===== config.mk =====
export PLATFORM = sky130hd
export DESIGN_NAME = core_mem_arbiter
export DESIGN_NICKNAME = d
export VERILOG_FILES = /design/src/rtl/core_pkg.sv /design/src/rtl/rr_arbiter.sv /design/src/rtl/core_mem_arbiter.sv
export SDC_FILE = /design/constraint.sdc
export NUM_CORES = 1
export LEC_CHECK = 0
export BUFFER_PORTS_ARGS = -buffer_cell sky130_fd_sc_hd__buf_2
export CAP_MARGIN = 20
export CORE_MARGIN = 5
export CORE_UTILIZATION = 25
export CTS_CLUSTER_SIZE = 16
export DETAILED_ROUTE_END_ITERATION = 8
export PLACE_DENSITY_LB_ADDON = 0.1
export SLEW_MARGIN = 20
export SYNTH_ARGS = -nofsm -noshare
export SYNTH_HDL_FRONTEND = slang
export SYNTH_HIERARCHICAL = 1
export SYNTH_SLANG_ARGS = --single-unit

===== constraint.sdc =====
create_clock -name clk -period 9.6 [get_ports clk]
set_input_delay 1.92 -clock clk [delete_from_list [all_inputs] [get_ports clk]]
set_output_delay 1.92 -clock clk [all_outputs]
set_load 0.01 [all_outputs]

===== src/rtl/core_pkg.sv =====
// Shared types and helpers for the multicore data-memory front end.
package core_pkg;

  typedef enum logic [1:0] {
    S_IDLE  = 2'd0,
    S_ISSUE = 2'd1,
    S_WAIT  = 2'd2,
    S_ACK   = 2'd3
  } state_t;

  localparam logic OP_RD = 1'b0;
  localparam logic OP_WR = 1'b1;

  function automatic int clog2(input int v);
    int r;
    r = 0;
    while ((1 << r) < v) r++;
    return r;
  endfunction

endpackage


===== src/rtl/rr_arbiter.sv =====
// Combinational round-robin pick: first requester at or after ptr.
import core_pkg::*;

module rr_arbiter #(
  parameter int N   = 4,
  parameter int IDW = clog2(N)
) (
  input  logic [N-1:0]   req,
  input  logic [IDW-1:0] ptr,
  output logic [N-1:0]   gnt,
  output logic [IDW-1:0] id
);

  always_comb begin
    int   j;
    logic found;
    gnt   = '0;
    id    = '0;
    found = 1'b0;
    j     = 0;
    for (int k = 0; k < N; k++) begin
      j = int'(ptr) + k;
      if (j >= N) j = j - N;
      if (!found && req[j]) begin
        found  = 1'b1;
        gnt[j] = 1'b1;
        id     = IDW'(j);
      end
    end
  end

endmodule


===== src/rtl/core_mem_arbiter.sv =====
// N-core shared data-memory front end, one transaction in flight.
import core_pkg::*;

module core_mem_arbiter #(
  parameter int N_CORES = 4,
  parameter int DATA_W  = 16,
  parameter int ADDR_W  = 16,
  parameter int RD_LAT  = 2
) (
  input  logic                      clk,
  input  logic                      rst_n,
  input  logic [N_CORES-1:0]        core_rd,
  input  logic [N_CORES-1:0]        core_wr,
  input  logic [N_CORES*ADDR_W-1:0] core_addr,
  input  logic [N_CORES*DATA_W-1:0] core_wdata,
  output logic [N_CORES-1:0]        core_ack,
  output logic [N_CORES*DATA_W-1:0] core_rdata,
  output logic                      mem_rd,
  output logic                      mem_wr,
  output logic [ADDR_W-1:0]         mem_addr,
  output logic [DATA_W-1:0]         mem_wdata,
  input  logic [DATA_W-1:0]         mem_rdata,
  output logic                      proto_err
);

  localparam int IDW = clog2(N_CORES);
  localparam int CW  = 4;

  state_t             st;
  logic [IDW-1:0]     rr_ptr;
  logic [IDW-1:0]     win;
  logic [N_CORES-1:0] win_oh;
  logic               op;
  logic [CW-1:0]      cnt;

  logic [N_CORES-1:0] req;
  logic [N_CORES-1:0] gnt;
  logic [IDW-1:0]     gid;

  assign req = core_rd | core_wr;

  rr_arbiter #(
    .N   (N_CORES),
    .IDW (IDW)
  ) u_rr (
    .req (req),
    .ptr (rr_ptr),
    .gnt (gnt),
    .id  (gid)
  );

  always_ff @(posedge clk or negedge rst_n) begin
    if (!rst_n) begin
      st         <= S_IDLE;
      rr_ptr     <= '0;
      win        <= '0;
      win_oh     <= '0;
      op         <= OP_RD;
      cnt        <= '0;
      core_ack   <= '0;
      core_rdata <= '0;
      mem_rd     <= 1'b0;
      mem_wr     <= 1'b0;
      mem_addr   <= '0;
      mem_wdata  <= '0;
      proto_err  <= 1'b0;
    end else begin
      core_ack <= '0;
      mem_rd   <= 1'b0;
      mem_wr   <= 1'b0;
      if (|(core_rd & core_wr)) proto_err <= 1'b1;
      unique case (st)
        S_IDLE: begin
          if (|req) begin
            win       <= gid;
            win_oh    <= gnt;
            op        <= core_wr[gid];
            mem_addr  <= core_addr[int'(gid)*ADDR_W +: ADDR_W];
            mem_wdata <= core_wdata[int'(gid)*DATA_W +: DATA_W];
            rr_ptr    <= (gid == IDW'(N_CORES-1)) ? '0 : gid + 1'b1;
            mem_wr    <= core_wr[gid];
            mem_rd    <= ~core_wr[gid];
            st        <= S_ISSUE;
          end
        end
        S_ISSUE: begin
          if (op == OP_WR) begin
            core_ack <= win_oh;
            st       <= S_ACK;
          end else begin
            cnt <= CW'(RD_LAT-1);
            st  <= S_WAIT;
          end
        end
        S_WAIT: begin
          // cnt reaches 0 in the cycle mem_rdata is valid
          if (cnt == '0) begin
            core_rdata[int'(win)*DATA_W +: DATA_W] <= mem_rdata;
            core_ack <= win_oh;
            st       <= S_ACK;
          end else begin
            cnt <= cnt - 1'b1;
          end
        end
        S_ACK:   st <= S_IDLE;
        default: st <= S_IDLE;
      endcase
    end
  end

endmodule

==> summary.md <==
| Metric | Value |
|---|---|
| Setup Crit Path Kind | `primary input to flop` |
| Worst-path fanout max | `36` |
| Clock slew at reported path FFs | `0.06 ns` |
| Req. time, crit path | `9.90 ns` |
| Cts bufs inserted | `17` |
| Synth Net Count | `717` |
| GRT Overall Usage | `0.1499` |
| Final period util | `0.4868` |
| Post-synthesis cell count | `544` |
| H-tree depth | `4` |
| Net switching power | `1.246 mW` |
| Vias per cell | `4.777` |
| Final #Nets | `961` |
| Synth area leaders | `dfrtp_1, mux4_2, nand4_1` |
| Seq cells post-synth | `118` |
| Die Ht | `169.8 um` |
| Via count | `5408` |
| CTS Buffer Depth | `2` |
| Clock Power Share | `0.206` |
| Clock sinks | `118` |
| Outcome | `complete, no violations` |
| Buf/Inv on CP | `2` |
| Netlist Area Pre-Place | `6384 um2` |
| Largest net degree at the start of global routing | `79` |
| Post-route ant nets | `0` |
| Final Critical Period | `4.674 ns` |
| Main synth FF type | `dfrtp_1` |
| Ports | `257` |
| Pwr per Cell Area | `362.2 nW/um2` |
| First-pass GRT wire length | `33.77 mm` |
| Most used cell, CP | `mux4_2` |
| Die width | `169.8 um` |
| Non-Filler Instances | `1132` |
| Mapped Avg Cell Area | `11.73 um2` |
| Clock skew | `0.01328 ns` |
| Post-CTS Resized | `0` |
| Seq/Total Area, Yosys | `0.4626` |
| Pint | `1.869 mW` |
| Gate power share | `0.505` |
| CTS tree | `built` |
| DRC | `0` |
| Max Freq | `214.0 MHz` |
| Final wirelength | `21.49 mm` |
| Max-slew headroom | `0.3722` |
| Unique cell type count in the Yosys netlist | `48` |
| Sw Share | `0.4000` |
| Yosys warns | `6` |
| Post-synth EDFFs | `0` |
| Most frequent cells in the layout | `buf_2, dfrtp_1, inv_1, o21ai_0, nand4_1` |
| Root Buffer | `clkbuf_16` |
| Gpl congestion | `0.8496` |
| Setup Fix Bufs, Post-CTS | `0` |
| Setup Viol. Count Final | `0` |
| Row count | `58` |
| Sequential Power Share | `0.289` |
| Async set-reset flop share out of synthesis | `1.000` |
| Hold Buf Count CTS | `0` |
| Setup_tns | `0 ns` |
| Crit-path cells | `buf_2 -> or2_2 -> mux4_2 -> nor2b_4 -> o21ai_1 -> o31ai_4 -> buf_4 -> mux4_2 -> mux2_2` |
| DP Wirelength | `16.24 mm` |
| Type of the worst min-delay path | `flop to flop` |
| Clock latency on the worst-skew pair | `0.42 ns` |
| Core Region | `25180 um2` |
| Flop2flop setup slack | `5.58 ns` |
| VDD IR max | `0.3192 mV` |
| CP max-delay cell | `mux4_2` |
| Vias in the first global route | `5975` |
| Die area | `28830 um2` |
| Max Cap Violations | `0` |
| Max Slew Vio Count | `0` |
| Actual slew at the worst max-slew pin | `0.9396 ns` |
| Post-placement cell count | `1098` |
| Initial antenna violation count | `1` |
| Final Hold Vio Count | `0` |
| # fillers | `2564` |
| Grt total ovfl | `0` |
| Initial core utilization | `0.2535` |
| Startpoint Class | `primary input` |
| Worst Setup End Kind | `flop` |
| Synthesis-to-layout area growth | `34.69%` |
| Critical Path AT | `4.98 ns` |
| Commonest non-fill, non-tap cell in the layout | `buf_2` |
| WL/cell | `18.99 um` |
| Port buffer count | `256` |
| DR pass1 iterations | `5` |
| Layout cells sized above 1 | `0.4944` |
| LEAKAGE | `4.063 nW` |
| Cell taking the most area after synthesis | `dfrtp_1` |
| Top delay family on crit path | `multiplexers` |
| Largest stage delay on the critical path | `0.63 ns` |
| Post-synth top area share | `0.4626` |
| RSZ-0062 raised after global routing | `false` |
| 1st-iter DRT viols | `346` |
==> path summary, 6_finish.rpt <==
path | from | to | cells past startpoint
setup / recovery | core_rd[3] | op | 9
hold / removal | win_oh[3] | core_ack[3] | 1
setup reg to reg | rr_ptr[0] | op | 9
hold reg to reg | win_oh[3] | core_ack[3] | 1
max in group asynchronous | rst_n | core_rdata[54] | 2
min in group asynchronous | rst_n | win_oh[1] | 1
==> kinds of logic (layout without fill, tap and decap cells) <==
kind of cell | after synthesis | count (layout) | synth area share
AND/OR/NAND/NOR | 119 | 119 | 0.1217
flip-flops | 118 | 118 | 0.4626
buffers and inverters | 115 | 372 | 0.07722
other | 0 | 1 | 0
multiplexers | 82 | 82 | 0.2162
AO/OA/AOI/OAI | 91 | 91 | 0.08507
adder cells (fa/ha/maj) | 19 | 19 | 0.03724
==> synthesized netlist by cell type, types with 2 or more instances <==
cell type,instances
and2_1,5
nand2_1,6
nor2b_1,5
nor3b_1,2
clkbuf_1,20
nand3b_1,2
nand4_1,64
buf_1,7
or4_1,2
mux4_2,37
or2_2,4
ha_1,19
a21oi_1,2
nand3_1,2
dfrtp_1,118
and2_0,4
nor4bb_1,3
o21ai_1,2
o21ai_0,68
a221oi_1,4
o2bb2ai_1,5
inv_1,76
mux2_2,33
buf_8,4
nor2_1,9
buf_2,7
or4_4,2
mux2_4,11
nor4b_2,2
==> layer usage <==
| layer | GRT usage | routed length (um) | share of wire |
|---|---|---|---|
| met1 | 0.1809 | 8710 | 0.41 |
| met2 | 0.2527 | 10580 | 0.49 |
| met3 | 0.04845 | 1731 | 0.081 |
| met4 | 0.05110 | 468 | 0.022 |
| met5 | 0 | 0 | 0 |
==> power by group through the flow <==
stage,Combinational (mW),Clock [mW],Sequential (mW)
after floorplan,0.991,0,0.968
after global placement,1.54,0,0.907
after detailed placement,1.58,0,0.908
after CTS,1.58,0.665,0.905
after global routing,1.73,0.687,0.937
final,1.57,0.643,0.900
==> final cells by class <==
cell class	instances	area [um2]	area share
multi-input combinational	311	2992	0.3479
sequential	118	2953	0.3434
timing repair buffer	264	1368	0.1591
clock buffer	17	425.4	0.04948
tap	330	412.9	0.04802
inverter	76	285.3	0.03318
clock inverter	15	160.2	0.01863
antenna	1	2.502	0.0002910
==> per-stage QoR <==
step           cell area (um2)    util  hold WS, ns  power, mW  setup slack, ns
3_3_place_gp              7979  0.3169       0.4574      2.450            4.555
4_1_cts                   8564  0.3401       0.4817      3.153            4.903
3_5_place_dp              7979  0.3169       0.4614      2.488            4.472
5_1_grt                   8596  0.3413       0.5065      3.351            4.763
2_1_floorplan             6384       -       0.4474      1.958            4.886
6_report                  8598  0.3414       0.4756      3.115            4.926
==> state kept, by name, summed over array words and instances (netlist names) <==
signal / flops
proto_err: 1
core_ack: 4
mem_addr: 16
rr_ptr: 2
cnt: 4
op: 1
mem_wdata: 16
core_rdata: 64
win_oh: 4
mem_rd: 1
win: 2
st: 2
mem_wr: 1
==> worst register-to-register path, cell delays in order, from the launching register on <==
cell	delay (ns)
dfrtp_1	0.73
inv_1	0.27
ha_1	0.49
mux4_2	0.48
nor2b_4	0.23
o21ai_1	0.13
o31ai_4	0.10
buf_4	0.59
mux4_2	0.63
mux2_2	0.27
No activity file was read; power rests on OpenSTA's default activity.
